## config.mk

```make
export PLATFORM = sky130hd
export DESIGN_NAME = grf_wb_ctrl
export DESIGN_NICKNAME = d
export VERILOG_FILES = /design/src/rtl/grf_wb_ctrl.sv
export SDC_FILE = /design/constraint.sdc
export NUM_CORES = 1
export LEC_CHECK = 0
export ABC_AREA = 1
export BUFFER_PORTS_ARGS = -buffer_cell sky130_fd_sc_hd__clkbuf_2
export CAP_MARGIN = 20
export CORE_MARGIN = 5
export CORE_UTILIZATION = 55
export DETAILED_ROUTE_END_ITERATION = 8
export GPL_ROUTABILITY_DRIVEN = 0
export HOLD_SLACK_MARGIN = 0.03
export MAX_ROUTING_LAYER = met4
export PLACE_DENSITY = 0.75
export RECOVER_POWER = 50
export SYNTH_ARGS = -nofsm -noshare
export SYNTH_HDL_FRONTEND = slang
export SYNTH_SLANG_ARGS = --single-unit
```

## constraint.sdc

```tcl
create_clock -name clk -period 5.5 [get_ports clk]
set_clock_uncertainty 0.2 [all_clocks]
set_input_delay 1.65 -clock clk [delete_from_list [all_inputs] [get_ports clk]]
set_output_delay 1.65 -clock clk [all_outputs]
set_load 0.02 [all_outputs]
```

## src/rtl/grf_wb_ctrl.sv

```systemverilog
// grf_wb_ctrl: sole GRF writer merging in-order P results with FIFO-buffered long-latency results, plus pending scoreboard
module grf_wb_ctrl #(
    parameter int DEPTH    = 4,
    parameter int MAX_WAIT = 8,
    parameter int DW       = 32
) (
    input  logic                     clk,
    input  logic                     reset,
    input  logic                     p_valid,
    input  logic [4:0]               p_addr,
    input  logic [DW-1:0]            p_data,
    input  logic                     a_valid,
    output logic                     a_ready,
    input  logic [4:0]               a_addr,
    input  logic [DW-1:0]            a_data,
    input  logic                     iss_valid,
    input  logic [4:0]               iss_addr,
    input  logic [4:0]               q_addr1,
    input  logic [4:0]               q_addr2,
    output logic                     busy1,
    output logic                     busy2,
    output logic                     drain_stall,
    output logic [$clog2(DEPTH):0]   fifo_cnt,
    output logic                     wb_we,
    output logic [4:0]               wb_a3,
    output logic [DW-1:0]            wb_wd
);
    localparam int AW = $clog2(DEPTH);
    localparam int CW = $clog2(MAX_WAIT + 1);

    logic [4:0]    mem_a [DEPTH];
    logic [DW-1:0] mem_d [DEPTH];
    logic [AW-1:0] rd_ptr, wr_ptr;
    logic [AW:0]   cnt;
    logic [CW-1:0] wait_cnt;
    logic [31:0]   pending, pend_set, pend_clr;
    logic          full, empty, push, p_sel, pop, a_wr;
    logic [4:0]    head_a;
    logic [DW-1:0] head_d;

    assign full        = cnt == (AW + 1)'(DEPTH);
    assign empty       = cnt == '0;
    assign a_ready     = !full;
    assign push        = a_valid && !full;
    assign p_sel       = p_valid && p_addr != 5'd0;
    assign pop         = !p_sel && !empty;
    assign head_a      = mem_a[rd_ptr];
    assign head_d      = mem_d[rd_ptr];
    assign a_wr        = pop && head_a != 5'd0;
    assign pend_clr    = pop ? 32'd1 << head_a : 32'd0;
    assign pend_set    = iss_valid ? 32'd1 << iss_addr : 32'd0;
    assign busy1       = q_addr1 != 5'd0 && pending[q_addr1];
    assign busy2       = q_addr2 != 5'd0 && pending[q_addr2];
    assign drain_stall = wait_cnt >= CW'(MAX_WAIT) || full;
    assign fifo_cnt    = cnt;

    always_ff @(posedge clk) begin
        if (push) begin
            mem_a[wr_ptr] <= a_addr;
            mem_d[wr_ptr] <= a_data;
        end
    end

    always_ff @(posedge clk) begin
        if (!reset) begin
            rd_ptr   <= '0;
            wr_ptr   <= '0;
            cnt      <= '0;
            wait_cnt <= '0;
            pending  <= '0;
            wb_we    <= 1'b0;
            wb_a3    <= 5'd0;
            wb_wd    <= '0;
        end else begin
            rd_ptr   <= rd_ptr + AW'(pop);
            wr_ptr   <= wr_ptr + AW'(push);
            cnt      <= cnt + (AW + 1)'(push) - (AW + 1)'(pop);
            wait_cnt <= (empty || pop) ? '0 : (wait_cnt == CW'(MAX_WAIT)) ? wait_cnt : wait_cnt + 1'b1;
            // set after clear so a same-edge reissue keeps the register pending
            pending  <= ((pending & ~pend_clr) | pend_set) & ~32'd1;
            wb_we    <= p_sel || a_wr;
            if (p_sel) begin
                wb_a3 <= p_addr;
                wb_wd <= p_data;
            end else if (a_wr) begin
                wb_a3 <= head_a;
                wb_wd <= head_d;
            end
        end
    end
endmodule
```

Yosys cells after proc, flatten, opt, wreduce, memory -nomap -nowiden:

Memory sizes are Yosys's and may differ from the RTL's. A register that Yosys moved wholly into a read port is not among the register bits.
Cells that the tools add are included.

* flip-flop bits (word level): 81
* RAM bits: 148
* input port bits: 94
* output and inout port bits: 45
* logic and storage cells: 60
* memories: 2

Memories
* mem_d: depth 4, bits a word 32, read ports 1, clocked after memory_dff 1, write ports 1, RTL line 32 `logic [DW-1:0] mem_d [DEPTH];`
* mem_a: depth 4, bits a word 5, read ports 1, clocked after memory_dff 1, write ports 1, RTL line 31 `logic [4:0] mem_a [DEPTH];`

* add/subtract/negate cells: 5
* magnitude comparators: 3
* equal/unequal tests: 2
* shifts and indexed selects: 2
* muxes and demuxes: 14
* bitwise operators: 4
* reduce and logical (&&, ||, !) cells: 19

Operators by type and width (count)
* 32-bit 2-to-1 mux: 4
* 1-bit by 5-bit << shifter with 32-bit output (first input constant): 2
* 32-bit bitwise AND: 1
* 32-bit NOT: 1
* 32-bit OR: 1
* 5-bit nonzero test: 4
* 5-bit by 6-bit less-than comparator with 1-bit output (second input constant): 2
* 1-bit binary-select mux with 5-bit select: 2
* 5-bit 2-to-1 mux: 2
* 1-bit logical AND: 6
* 2-bit by 1-bit adder with 2-bit output: 2
* 4-bit by 1-bit adder with 4-bit output (second input constant): 1
* 4-bit == test (second input constant): 1
* 4-bit >= comparator (second input constant): 1
* 1-bit 2-to-1 mux: 4
* 2-bit 2-to-1 mux: 2
* 3-bit by 1-bit adder with 3-bit output: 1
* 3-bit == test (second input constant): 1
* 1-bit logical NOT: 3
* 3-bit logical NOT: 1
* 1-bit logical OR: 3
* 3-bit by 1-bit subtractor with 3-bit output: 1
* 2-bit nonzero test: 1
* 2-bit OR reduction: 1
* 1-bit NOT: 1

Logic depth before layout (Yosys ltp):

Gate-level depths: netlist (run 1).

* word-level depth: 8
* gate-level depth with buffers: 12
* mapped depth without buffers: 11

Worst setup path before layout (run 1):

No wires, ideal clock.

* path kind: input -> register
* from: in a_valid
* to: mem mem_a[0][0] (enable)
* library setup time: 478 ps
* data arrival time: 4326 ps
* required time: 4822 ps
* setup slack: 496 ps
* cell stages on the path: 2
* buffers on the path: 0
* cells stage by stage: nand2_1 -> nor3_1

* cells in the longest elaborated chain, start to end: 3

RTL lines
* start: declaration: RTL line 12 `input logic a_valid,`
* 1-bit logical AND: RTL line 44 `assign push = a_valid && !full;`
* 1-bit 2-to-1 mux: RTL line 58 `if (push) begin`
* 1-bit 2-to-1 mux (implied by the code): RTL line 59 `mem_a[wr_ptr] <= a_addr;`
* end: declaration: RTL line 31

Every way passes these cells.

Worst setup path in the final report (run 1):

* from: in q_addr2[0]
* to: out busy2

* cells in the longest elaborated chain, start to end: 3
* elaborated cells on any way between the ends: 4
* those cells by class: 2 x mux; 2 x reduce/logical

RTL lines
* start: declaration: RTL line 19 `input logic [4:0] q_addr2,`
* 1-bit binary-select mux with 5-bit select: RTL line 53 `assign busy2 = q_addr2 != 5'd0 && pending[q_addr2];`
* 1-bit 2-to-1 mux (implied by the code): RTL line 53
* 1-bit logical AND *: RTL line 53
* end: declaration: RTL line 21 `output logic busy2,`

Every way passes the cells marked *; elsewhere a longest branch is shown, timed or not. The select of a mux whose other input is x is not followed.

==> results of run 1 <==
cell usage in the layout, fill, tap and decap left out, types with 3 or more instances in the layout:
cell	count
nand2_1	259
edfxtp_1	148
nor2_1	135
clkbuf_2	101
nand3_1	100
o21ai_0	96
inv_1	89
a21oi_1	87
dfxtp_1	79
clkbuf_1	49
o22ai_1	33
clkbuf_16	23
buf_4	9
o211ai_1	8
nor3_1	6
nand4_1	6
ha_1	6
nor4_1	5
clkinv_1	4
clkinv_2	4
xor2_1	3
clkbuf_8	3
flip-flops by register name (all words and copies together) (netlist names):
signal	cells
wait_cnt	4
wr_ptr	2
fifo_cnt	3
wb_we	1
rd_ptr	2
pending	31
mem_a	20
wb_wd	32
mem_d	128
wb_a3	5
stage by stage:
stage / hold slack, ns / util [%]
2_1_floorplan: 0.239 / -
3_3_place_gp: 0.250 / 60.5
3_5_place_dp: 0.256 / 60.5
4_1_cts: 0.264 / 64.3
5_1_grt: 0.273 / 64.1
6_report: 0.260 / 64.1
logic make-up after synthesis:
family                   after synthesis  synth area share (%)
AND/OR/NAND/NOR                      521                  21.0
XOR/XNOR                               5                 0.429
AO/OA/AOI/OAI                        225                  11.7
buffers and inverters                166                  6.71
adder cells (fa/ha/maj)                7                 0.932
flip-flops                           228                  59.2
worst register-to-register path: cells and delay by family (launching register included):
kind,cells,cell delay (ns)
compound gates,1,0.65
flops,1,0.31
buf+inv,2,1.07
simple gates,6,1.20
worst min-delay path by stage:
stage / start / end / cells after the start
floorplan: pending[12]$_SDFF_PN0_ / pending[12]$_SDFF_PN0_ / 2
finish: pending[8]$_SDFF_PN0_ / pending[8]$_SDFF_PN0_ / 2
global route: pending[8]$_SDFF_PN0_ / pending[8]$_SDFF_PN0_ / 2
CTS: pending[8]$_SDFF_PN0_ / pending[8]$_SDFF_PN0_ / 2
global placement: pending[10]$_SDFF_PN0_ / pending[10]$_SDFF_PN0_ / 2
detailed placement: pending[8]$_SDFF_PN0_ / pending[8]$_SDFF_PN0_ / 2
layer usage:
| metal | track usage, % | part of all wire [%] | wire length (um) | up-vias |
|---|---|---|---|---|
| met5 | - | 0 | 0 | - |
| met1 | 29.6 | 42 | 10200 | 3849 |
| met4 | 7.06 | 2.4 | 586 | 0 |
| li1 | - | - | - | 4098 |
| met2 | 37.6 | 48 | 11800 | 278 |
| met3 | 4.28 | 7.3 | 1790 | 50 |
cell type report:
type	instances	area, um2	share of cell area [%]
Sequential cell	228	6050	52.0
Multi-Input combinational cell	758	3500	30.1
Timing Repair Buffer	152	754	6.49
Clock buffer	34	647	5.56
Inverter	93	349	3.00
Tap cell	229	287	2.46
Clock inverter	8	43.8	0.377
Antenna cell	1	2.50	0.0215
power groups by stage:
| stage | clock network, mW | logic [mW] | registers [mW] |
|---|---|---|---|
| CTS | 1.45 | 1.62 | 2.17 |
| detailed placement | 0 | 1.61 | 2.20 |
| global placement | 0 | 1.59 | 2.20 |
| global route | 1.53 | 1.82 | 2.20 |
| finish | 1.43 | 1.61 | 2.17 |
| floorplan | 0 | 1.09 | 2.33 |
==> run metrics, run 1 <==
status complete, but fails checks; failing checks max-capacitance violations, max-slew violations; number of nets in the synthesized netlist 1253; Max Buffers Root-to-Sink 3; number of distinct library cell variants in the gate-level netlist after synthesis 29; P_sw 1.86 mW; Iter 0 DRT Violations 639; cell type contributing the most total cell area after synthesis edfxtp_1; register share of total power between 40% and 50%; Critical Path Fanout Max 19; worst setup timing slack at the placement stage approximately 0.7 ns; hold-fix buffer count after cts 0; DRC violations left 0; final wirelength 24400 um; starting utilization of the core area 56.2%; critical path endpoint busy2; first-pass GRT wire length 39300 um; final setup fails 0; clock tree from TritonCTS yes; proportion of synthesized flip-flops having asynchronous set or reset 0%; number of iterations in the first detailed-routing pass 5; share of the synthesized area in the top cell type 43.5%; Core Footprint between 15000 and 20000 um2; Via-to-Cell Ratio 5.51; total stage count of the critical path 9; synth-to-layout area growth 14.0%; sequential cell area fraction in the yosys report between 50% and 60%; capture point of the worst reg-to-reg path wb_wd[10]$_SDFFE_PN0P_; number of H-tree branching levels 1; HP Class reg2reg; critical path buffer and inverter count 3; kind of critical path in2out; via count of the first global-routing pass 7875; slowest stage delay, CP 0.26 ns; largest net degree at the start of global routing 108; Worst-path clk slew 0.06 ns; launch point of the worst reg-to-reg path rd_ptr[1]$_SDFF_PN0_; period utilisation layout between 80 and 90%; Top FF cell, synth edfxtp_1; Max IR drop VDD 0.258 mV; I/O pins ~140; Cells after Synth 1152; worst setup slack for register-to-register paths 1.95 ns; final slew viol count 81; unrepaired setup endpoints after global routing no; average wire length per cell after detail routing approximately 16 um; via count 8275; final std cells w/o fill 1503; worst-case reg-to-reg path depth 9; number of sinks driven by the clock tree 228; worst-margin pin slew 2.39 ns; synthesized area per cell 8.86 um2; total clock buffers created by CTS 23; number of fill cells in the layout 1526; post-layout instance area 11600 um2; Setup TNS Final 0 ns; arrival time at the worst endpoint 2.97 ns; GR Util All Layers a little under a quarter; Comb pwr share slightly above 30%; Placed Area roughly 11000 um2; Switching Fraction 35.6%; post-CTS setup repair buffer count 0; Internal Pwr Total about 3.4 mW; CTS root buffer clkbuf_16; max-cap check violation count 2; cell family with the largest share of critical-path delay buffers and inverters; Resized cells post-CTS 0; floorplan die width 146 um; minimum clock period after layout about 4.8 ns; Layout Nets 1357; number of warnings reported in the yosys synthesis log 0; Final Hold Vio Count 0; CP Launch Point q_addr2[0]; part of the power in the clock network about 27%; die height 146 um; post-layout worst setup margin 0.684 ns; power per standard cell area approximately 450 nW/um2; count of state elements after synthesis roughly 230; clock latency of the later-clocked register in the worst-skew pair 0.51 ns; residual antenna-violating net count after detailed routing 0; leakage dissipation ~4.6 nW; required time worst endpoint 3.65 ns; fraction of final layout cells with drive strength greater than 1 12.2%; maximum achievable frequency 208 MHz; Slowest-stage cell, CP clkbuf_2; antenna violations before repair 1; most area-consuming cells after synthesis edfxtp_1 (44%), dfxtp_1 (16%), nand2_1 (9.6%); endpoint kind of the worst setup timing path output port; number of placed instances, taps included ~1.5k; list of most frequent post-synthesis cells nand2_1 (260), edfxtp_1 (148), nor2_1 (135); area enclosed by the die boundary ~21000 um2; most frequent cell after synthesis nand2_1; Power, Total 5.21 mW; count of port buffers added during placement approximately 140; number of synthesized flops with an enable pin 148; Slew HR -59.6%; ordered list of cells on the worst path clkbuf_2, inv_1, a21oi_1, o21ai_0, nand3_1, nand3_1, nand4_1, and2_1, clkbuf_2; kind of start point of the critical path primary input; placed wire-length estimate after detailed placement 15000 um; Overflow after GRT 0; standard-cell rows a little under 50; post-synthesis instance area 10200 um2
Note: power is estimated with default switching activity, not from simulation.
==> inputs of run 2 (changes only) <==
--- a/config.mk
+++ b/config.mk
@@ -9,12 +9,12 @@
 export BUFFER_PORTS_ARGS = -buffer_cell sky130_fd_sc_hd__clkbuf_2
 export CAP_MARGIN = 20
 export CORE_MARGIN = 5
-export CORE_UTILIZATION = 55
+export CORE_UTILIZATION = 52
 export DETAILED_ROUTE_END_ITERATION = 8
 export GPL_ROUTABILITY_DRIVEN = 0
 export HOLD_SLACK_MARGIN = 0.03
 export MAX_ROUTING_LAYER = met4
-export PLACE_DENSITY = 0.75
+export PLACE_DENSITY = 0.74
 export RECOVER_POWER = 50
 export SYNTH_ARGS = -nofsm -noshare
 export SYNTH_HDL_FRONTEND = slang
==> constraint.sdc (replaced) <==
create_clock -name clk -period 4 [get_ports clk]
set_clock_uncertainty 0.2 [all_clocks]
set_input_delay 1.2 -clock clk [delete_from_list [all_inputs] [get_ports clk]]
set_output_delay 1.2 -clock clk [all_outputs]
set_load 0.02 [all_outputs]
==> run 2 against run 1 <==
  * The run still ends with max-capacitance violations, max-slew violations left
  * Setup slack worse by 0.45 ns
  * Core utilization decreased by 3.1 points
  * Sequential power increased by 39%
  * Cell area up 1.8%
  * Combinational power increased by 38%
  * Critical path depth unchanged
  * Sequential share of layout area down 0.92 points
==> run metrics, run 2 (synthesized netlist as in run 1, its figures left out) <==
residual antenna-violating net count after detailed routing 0; final wirelength 24500 um; clock tree from TritonCTS yes; P_sw ~2.6 mW; via count of the first global-routing pass about 7.8k; GR Util All Layers 22.3%; critical path buffer and inverter count 3; average wire length per cell after detail routing ~16 um; Critical Path Fanout Max 13; kind of start point of the critical path primary input; Worst-path clk slew 0.06 ns; via count 8256; most common cell after layout, fill and taps aside nand2_1; arrival time at the worst endpoint 2.37 ns; area enclosed by the die boundary 22500 um2; max-cap check violation count 1; Overflow after GRT 0; period utilisation layout a little over nine tenths; Slew HR -14.3%; post-CTS setup repair buffer count 0; required time worst endpoint 2.60 ns; Resized cells post-CTS 0; worst-margin pin slew 1.72 ns; Core Footprint 19400 um2; Switching Fraction 34.9%; worst setup timing slack at the placement stage 0.247 ns; starting utilization of the core area 52.6%; cell family with the largest share of critical-path delay buffers and inverters; number of iterations in the first detailed-routing pass 6; minimum clock period after layout 3.77 ns; number of H-tree branching levels 1; synth-to-layout area growth 16.0%; count of port buffers added during placement 138; register share of total power 40.4%; placed wire-length estimate after detailed placement between 15000 and 20000 um; number of fill cells in the layout 1742; final setup fails 0; unrepaired setup endpoints after global routing no; maximum achievable frequency 265 MHz; register with the highest flop count mem_d; leakage dissipation 4.69 nW; Iter 0 DRT Violations 648; flip-flop count of the largest register after layout ~130; final slew viol count 37; fraction of final layout cells with drive strength greater than 1 13.0%; I/O pins approximately 140; CTS root buffer clkbuf_16; Internal Pwr Total 4.87 mW; largest net degree at the start of global routing 70; power per standard cell area 631 nW/um2; failing checks max-capacitance violations, max-slew violations; final design utilization 61.0%; Final Hold Vio Count 0; clock latency of the later-clocked register in the worst-skew pair around 0.50 ns; hold_ws 0.264 ns; ordered list of cells on the worst path clkbuf_2, inv_1, nand2_1, o211ai_1, nand3_1, nand3_1, nand4_1, and2_1, clkbuf_2; part of the power in the clock network 29.9%; die height about 150 um; first-pass GRT wire length around 39000 um; antenna violations before repair 1; total clock buffers created by CTS 24; Slowest-stage cell, CP inv_1; standard-cell rows 51; Layout Nets roughly 1.4k; DRC violations left 0; floorplan die width 150 um; kind of critical path in2out; number of sinks driven by the clock tree 228; status complete, but fails checks; endpoint kind of the worst setup timing path output port; most frequent cells in the layout nand2_1 (259), edfxtp_1 (148), nor2_1 (135); post-layout worst setup margin ~0.23 ns; Comb pwr share 29.7%; hold-fix buffer count after cts 0; HP Class reg2reg; Via-to-Cell Ratio 5.34; slowest stage delay, CP 0.27 ns; Max IR drop VDD 0.394 mV; Top Registers mem_d (128), wb_wd (32), pending (31); Max Buffers Root-to-Sink 3
-- run 2: cell count changes in the layout (fill, tap and decap cells not counted) --
cell        change
buf_12          +1
buf_4           +4
bufinv_16       +3
clkbuf_1        -5
clkbuf_16       +2
clkbuf_8        -3
clkinv_2        +2
clkinvlp_4      +2
inv_6           +1
-- run 2: cell type report --
| class | instances | area, um2 | area share (%) |
|---|---|---|---|
| diodes | 1 | 2.50 | 0.0211 |
| flip-flops and latches | 228 | 6050 | 51.1 |
| well taps | 265 | 332 | 2.80 |
| multi-input cells | 758 | 3500 | 29.6 |
| inverters | 93 | 349 | 2.95 |
| clock buffers | 28 | 637 | 5.38 |
| repair buffers | 157 | 805 | 6.79 |
| clock inverters | 16 | 168 | 1.42 |
-- run 2: path summary, 6_finish.rpt --
path / startpoint / depth (start not counted) / end / slack, ns
worst min-delay path: pending[10]$_SDFF_PN0_ / 2 / pending[10]$_SDFF_PN0_ / 0.26
worst max-delay path: q_addr1[0] / 9 / busy1 / 0.23
worst min register to register: pending[10]$_SDFF_PN0_ / 2 / pending[10]$_SDFF_PN0_ / 0.26
worst max register to register: rd_ptr[0]$_SDFF_PN0_ / 11 / wb_wd[8]$_SDFFE_PN0P_ / 0.65
-- run 2: power groups by stage --
stage / Clock (mW) / Combinational [mW] / Sequential (mW)
floorplan: 0 / 1.49 / 3.20
global placement: 0 / 2.18 / 3.06
detailed placement: 0 / 2.22 / 3.07
CTS: 2.28 / 2.23 / 3.02
global route: 2.39 / 2.50 / 3.05
finish: 2.24 / 2.22 / 3.02
-- run 2: worst min-delay path, delay by kind of cell (launching register included) --
family / cells / cell delay, ns
flip-flops: 1 / 0.31
AND/OR/NAND/NOR: 1 / 0.06
AO/OA/AOI/OAI: 1 / 0.05
-- run 2: stage by stage --
step | area, um2 | TNS (ns) | std cells | power, mW
3_5_place_dp | 11100 | 0 | 1500 | 5.29
4_1_cts | 11900 | 0 | 1544 | 7.53
5_1_grt | 11800 | 0 | 1546 | 7.93
6_report | 11800 | 0 | 1546 | 7.47
2_1_floorplan | 10200 | -81.97 | 1152 | 4.70
3_3_place_gp | 11100 | 0 | 1500 | 5.24
-- run 2: layer usage --
| metal | wire [um] | GRT usage [%] | vias to the layer above | share of wire (%) |
|---|---|---|---|---|
| met4 | 735 | 7.32 | 0 | 3.0 |
| li1 | - | - | 4117 | - |
| met5 | 0 | - | - | 0 |
| met2 | 11800 | 36.7 | 313 | 48 |
| met1 | 10300 | 28.3 | 3771 | 42 |
| met3 | 1700 | 3.79 | 55 | 6.9 |
==> inputs of run 3 (changes only) <==
--- a/config.mk
+++ b/config.mk
@@ -5,16 +5,16 @@
 export SDC_FILE = /design/constraint.sdc
 export NUM_CORES = 1
 export LEC_CHECK = 0
-export ABC_AREA = 1
 export BUFFER_PORTS_ARGS = -buffer_cell sky130_fd_sc_hd__clkbuf_2
 export CAP_MARGIN = 20
+export CORE_ASPECT_RATIO = 1.75
 export CORE_MARGIN = 5
-export CORE_UTILIZATION = 52
+export CORE_UTILIZATION = 35
 export DETAILED_ROUTE_END_ITERATION = 8
 export GPL_ROUTABILITY_DRIVEN = 0
 export HOLD_SLACK_MARGIN = 0.03
 export MAX_ROUTING_LAYER = met4
-export PLACE_DENSITY = 0.74
+export PLACE_DENSITY = 0.53
 export RECOVER_POWER = 50
 export SYNTH_ARGS = -nofsm -noshare
 export SYNTH_HDL_FRONTEND = slang
==> run 3 against run 2 <==
  * Highest routed layer unchanged
  * Sequential share of layout area grew 0.28 points
  * Area after synthesis down 4.8%
  * Synthesized cell count shrank 40%
  * The flow finishes with violations (negative setup slack)
  * Critical endpoint unchanged
  * Setup slack lost 0.34 ns
==> run metrics, run 3 <==
capture point of the worst reg-to-reg path mem_d[3][1]$_DFFE_PP_; worst-margin pin slew between 1 and 1.5 ns; DRC violations left 0; worst setup slack for register-to-register paths 1.11 ns; residual antenna-violating net count after detailed routing 0; most frequent cells in the layout edfxtp_1 (148), clkbuf_2 (98), dfxtp_1 (78); arrival time at the worst endpoint 2.71 ns; leakage dissipation 3.88 nW; status complete, but fails checks; count of state elements after synthesis 228; number of synthesized flops with an enable pin about 150; hold_ws 0.298 ns; HP Class reg2reg; Max IR drop VDD 0.350 mV; cell type contributing the most total cell area after synthesis edfxtp_1; antenna violations before repair 1; Cells after Synth just under 700; number of nets in the synthesized netlist 791; area enclosed by the die boundary 31300 um2; largest net degree at the start of global routing 73; via count 6640; power per standard cell area 622 nW/um2; Slowest-stage cell, CP mux4_2; synthesized area per cell 14.1 um2; Top FF cell, synth edfxtp_1; post-layout instance area 11800 um2; GR Util All Layers 17.6%; ordered list of cells on the worst path clkbuf_16, mux4_2, mux4_2, mux2_4, buf_8; unrepaired setup endpoints after global routing yes; number of H-tree branching levels 1; Top Registers mem_d (128), wb_wd (32), pending (31); start point of the worst hold path wait_cnt[2]$_SDFFE_PP0N_; final slew viol count 0; Max Buffers Root-to-Sink 3; standard-cell rows 80; die height 230 um; synth-to-layout area growth 21.2%; worst-case reg-to-reg path depth 5; total stage count of the critical path 5; placed wire-length estimate after detailed placement 17700 um; Iter 0 DRT Violations 408; Final Hold Vio Count 0; Worst-path clk slew 0.07 ns; max-cap check violation count 0; critical path buffer and inverter count 2; most area-consuming cells after synthesis edfxtp_1 (46%), dfxtp_1 (16%), mux4_2 (12%); launch point of the worst reg-to-reg path fifo_cnt[1]$_SDFF_PN0_; period utilisation layout 103%; Overflow after GRT 0; kind of critical path in2out; slowest stage delay, CP slightly above 0.5 ns; final setup fails 2; kind of start point of the critical path primary input; clock latency of the later-clocked register in the worst-skew pair 0.51 ns; flip-flop count of the largest register after layout 128; list of most frequent post-synthesis cells edfxtp_1 (148), dfxtp_1 (80), mux4_2 (53); share of the synthesized area in the top cell type a little under half; average wire length per cell after detail routing 21.9 um; Sequential Area 6050 um2; cell family with the largest share of critical-path delay multiplexers; Placed Area 11000 um2; starting utilization of the core area 35.6%; combined area of the multi-input logic cells 3460 um2; sequential cell area fraction in the yosys report between 60% and 70%; Layout Nets ~940; most common cell after layout, fill and taps aside edfxtp_1; post-CTS setup repair buffer count 0; clock tree from TritonCTS yes; CTS root buffer clkbuf_16; total clock buffers created by CTS 23; via count of the first global-routing pass 7066; number of distinct library cell variants in the gate-level netlist after synthesis 46; floorplan die width 136 um; critical path endpoint busy1; proportion of synthesized flip-flops having asynchronous set or reset 0%; number of sinks driven by the clock tree 228; endpoint kind of the worst setup timing path output port; Core Footprint around 27000 um2; first-pass GRT wire length just over 40000 um; final wirelength 26700 um; post-synthesis instance area 9720 um2; number of iterations in the first detailed-routing pass 5; maximum achievable frequency roughly 240 MHz; Critical Path Fanout Max 4; required time worst endpoint ~2.6 ns; failing checks negative setup slack; number of warnings reported in the yosys synthesis log 0; I/O pins 139; register with the highest flop count mem_d; CP Launch Point q_addr1[0]; minimum clock period after layout roughly 4.1 ns; count of port buffers added during placement ~140; most frequent cell after synthesis edfxtp_1; fraction of final layout cells with drive strength greater than 1 28.5%; final design utilization 43.1%; critical path's most frequent cell mux4_2; Via-to-Cell Ratio 5.44; Slew HR 16.1%; post-layout worst setup margin -0.113 ns; number of fill cells in the layout about 2.5k
[run 3: cell count changes after synthesis, moves of 32 or more]
cell,delta
a2111oi_0,+32
a21oi_1,-48
inv_1,-81
mux4_2,+53
nand2_1,-222
nand3_1,-96
nor2_1,-119
o21ai_0,-62
o22ai_1,-33
[run 3: worst reg2reg max path: stages (launching register included)]
cell and delay (ns):
dfxtp_1 0.45, nor2_1 0.08, nand2_1 0.14, and2_0 0.27, and3_1 0.72, clkbuf_1 0.64
[run 3: layout make-up]
class / count / area share (%)
antenna: 1 / 0.0212
clock buffer: 29 / 5.25
clock inverter: 12 / 1.21
inverter: 9 / 0.287
multi-input combinational: 394 / 29.4
sequential: 228 / 51.3
tap: 369 / 3.92
timing repair buffer: 178 / 8.58
[run 3: how the worst min path moves through the flow]
stage | cells after the start | slack, ns | endpoint
3_3_place_gp | 2 | 0.28 | wait_cnt[2]$_SDFFE_PP0N_
2_1_floorplan | 2 | 0.25 | pending[3]$_SDFF_PN0_
3_5_place_dp | 2 | 0.30 | wait_cnt[2]$_SDFFE_PP0N_
5_1_grt | 2 | 0.34 | wait_cnt[2]$_SDFFE_PP0N_
6_report | 2 | 0.30 | wait_cnt[2]$_SDFFE_PP0N_
4_1_cts | 2 | 0.31 | wait_cnt[2]$_SDFFE_PP0N_
[run 3: layer usage]
metal  up-vias  part of all wire [%]  global-route usage, %  wire length (um)
met2       166                    56                   33.0             15100
met3        39                   4.0                   2.37              1080
met5         -                     0                      -                 0
met1      3357                    37                   19.1             10000
li1       3078                     -                      -                 -
met4         0                   2.1                   5.11               571
[run 3: through the flow]
step | instances | setup TNS, ns | setup WS, ns | total power, mW
after CTS | 1219 | -0.230 | -0.133 | 7.44
final | 1220 | -0.199 | -0.113 | 7.32
after detailed placement | 1178 | -0.356 | -0.198 | 5.25
after floorplan | 690 | 0 | 0.0139 | 4.42
after global placement | 1178 | -0.348 | -0.188 | 5.23
after global routing | 1220 | -0.266 | -0.143 | 7.70
[run 3: what timing repair did]
| item | 4_1_cts | 5_1_grt |
|---|---|---|
| hold buffers | 0 | 0 |
| setup endpoints to repair | 2 | 2 |
| gates resized for setup | 10 | 2 |
| pin swaps | 0 | 0 |
[run 3: kinds of logic (layout without fill, tap and decap cells)]
| logic type | Yosys count | after routing | share of synthesized area [%] |
|---|---|---|---|
| mux | 67 | 67 | 13.8 |
| compound gates | 145 | 145 | 10.2 |
| other cells | 0 | 1 | 0 |
| simple gates | 169 | 169 | 9.40 |
| xor+xnor | 6 | 6 | 0.541 |
| fa+ha+maj | 7 | 7 | 0.979 |
| flops | 228 | 228 | 62.2 |
| buf+inv | 68 | 228 | 2.86 |
[run 3: report_power, final]
group          internal (mW)  total [mW]  switching (mW)
registers               2.84        3.00           0.166
clock network           1.29        2.18           0.896
logic                  0.782        2.13            1.35
total                   4.91        7.32            2.41
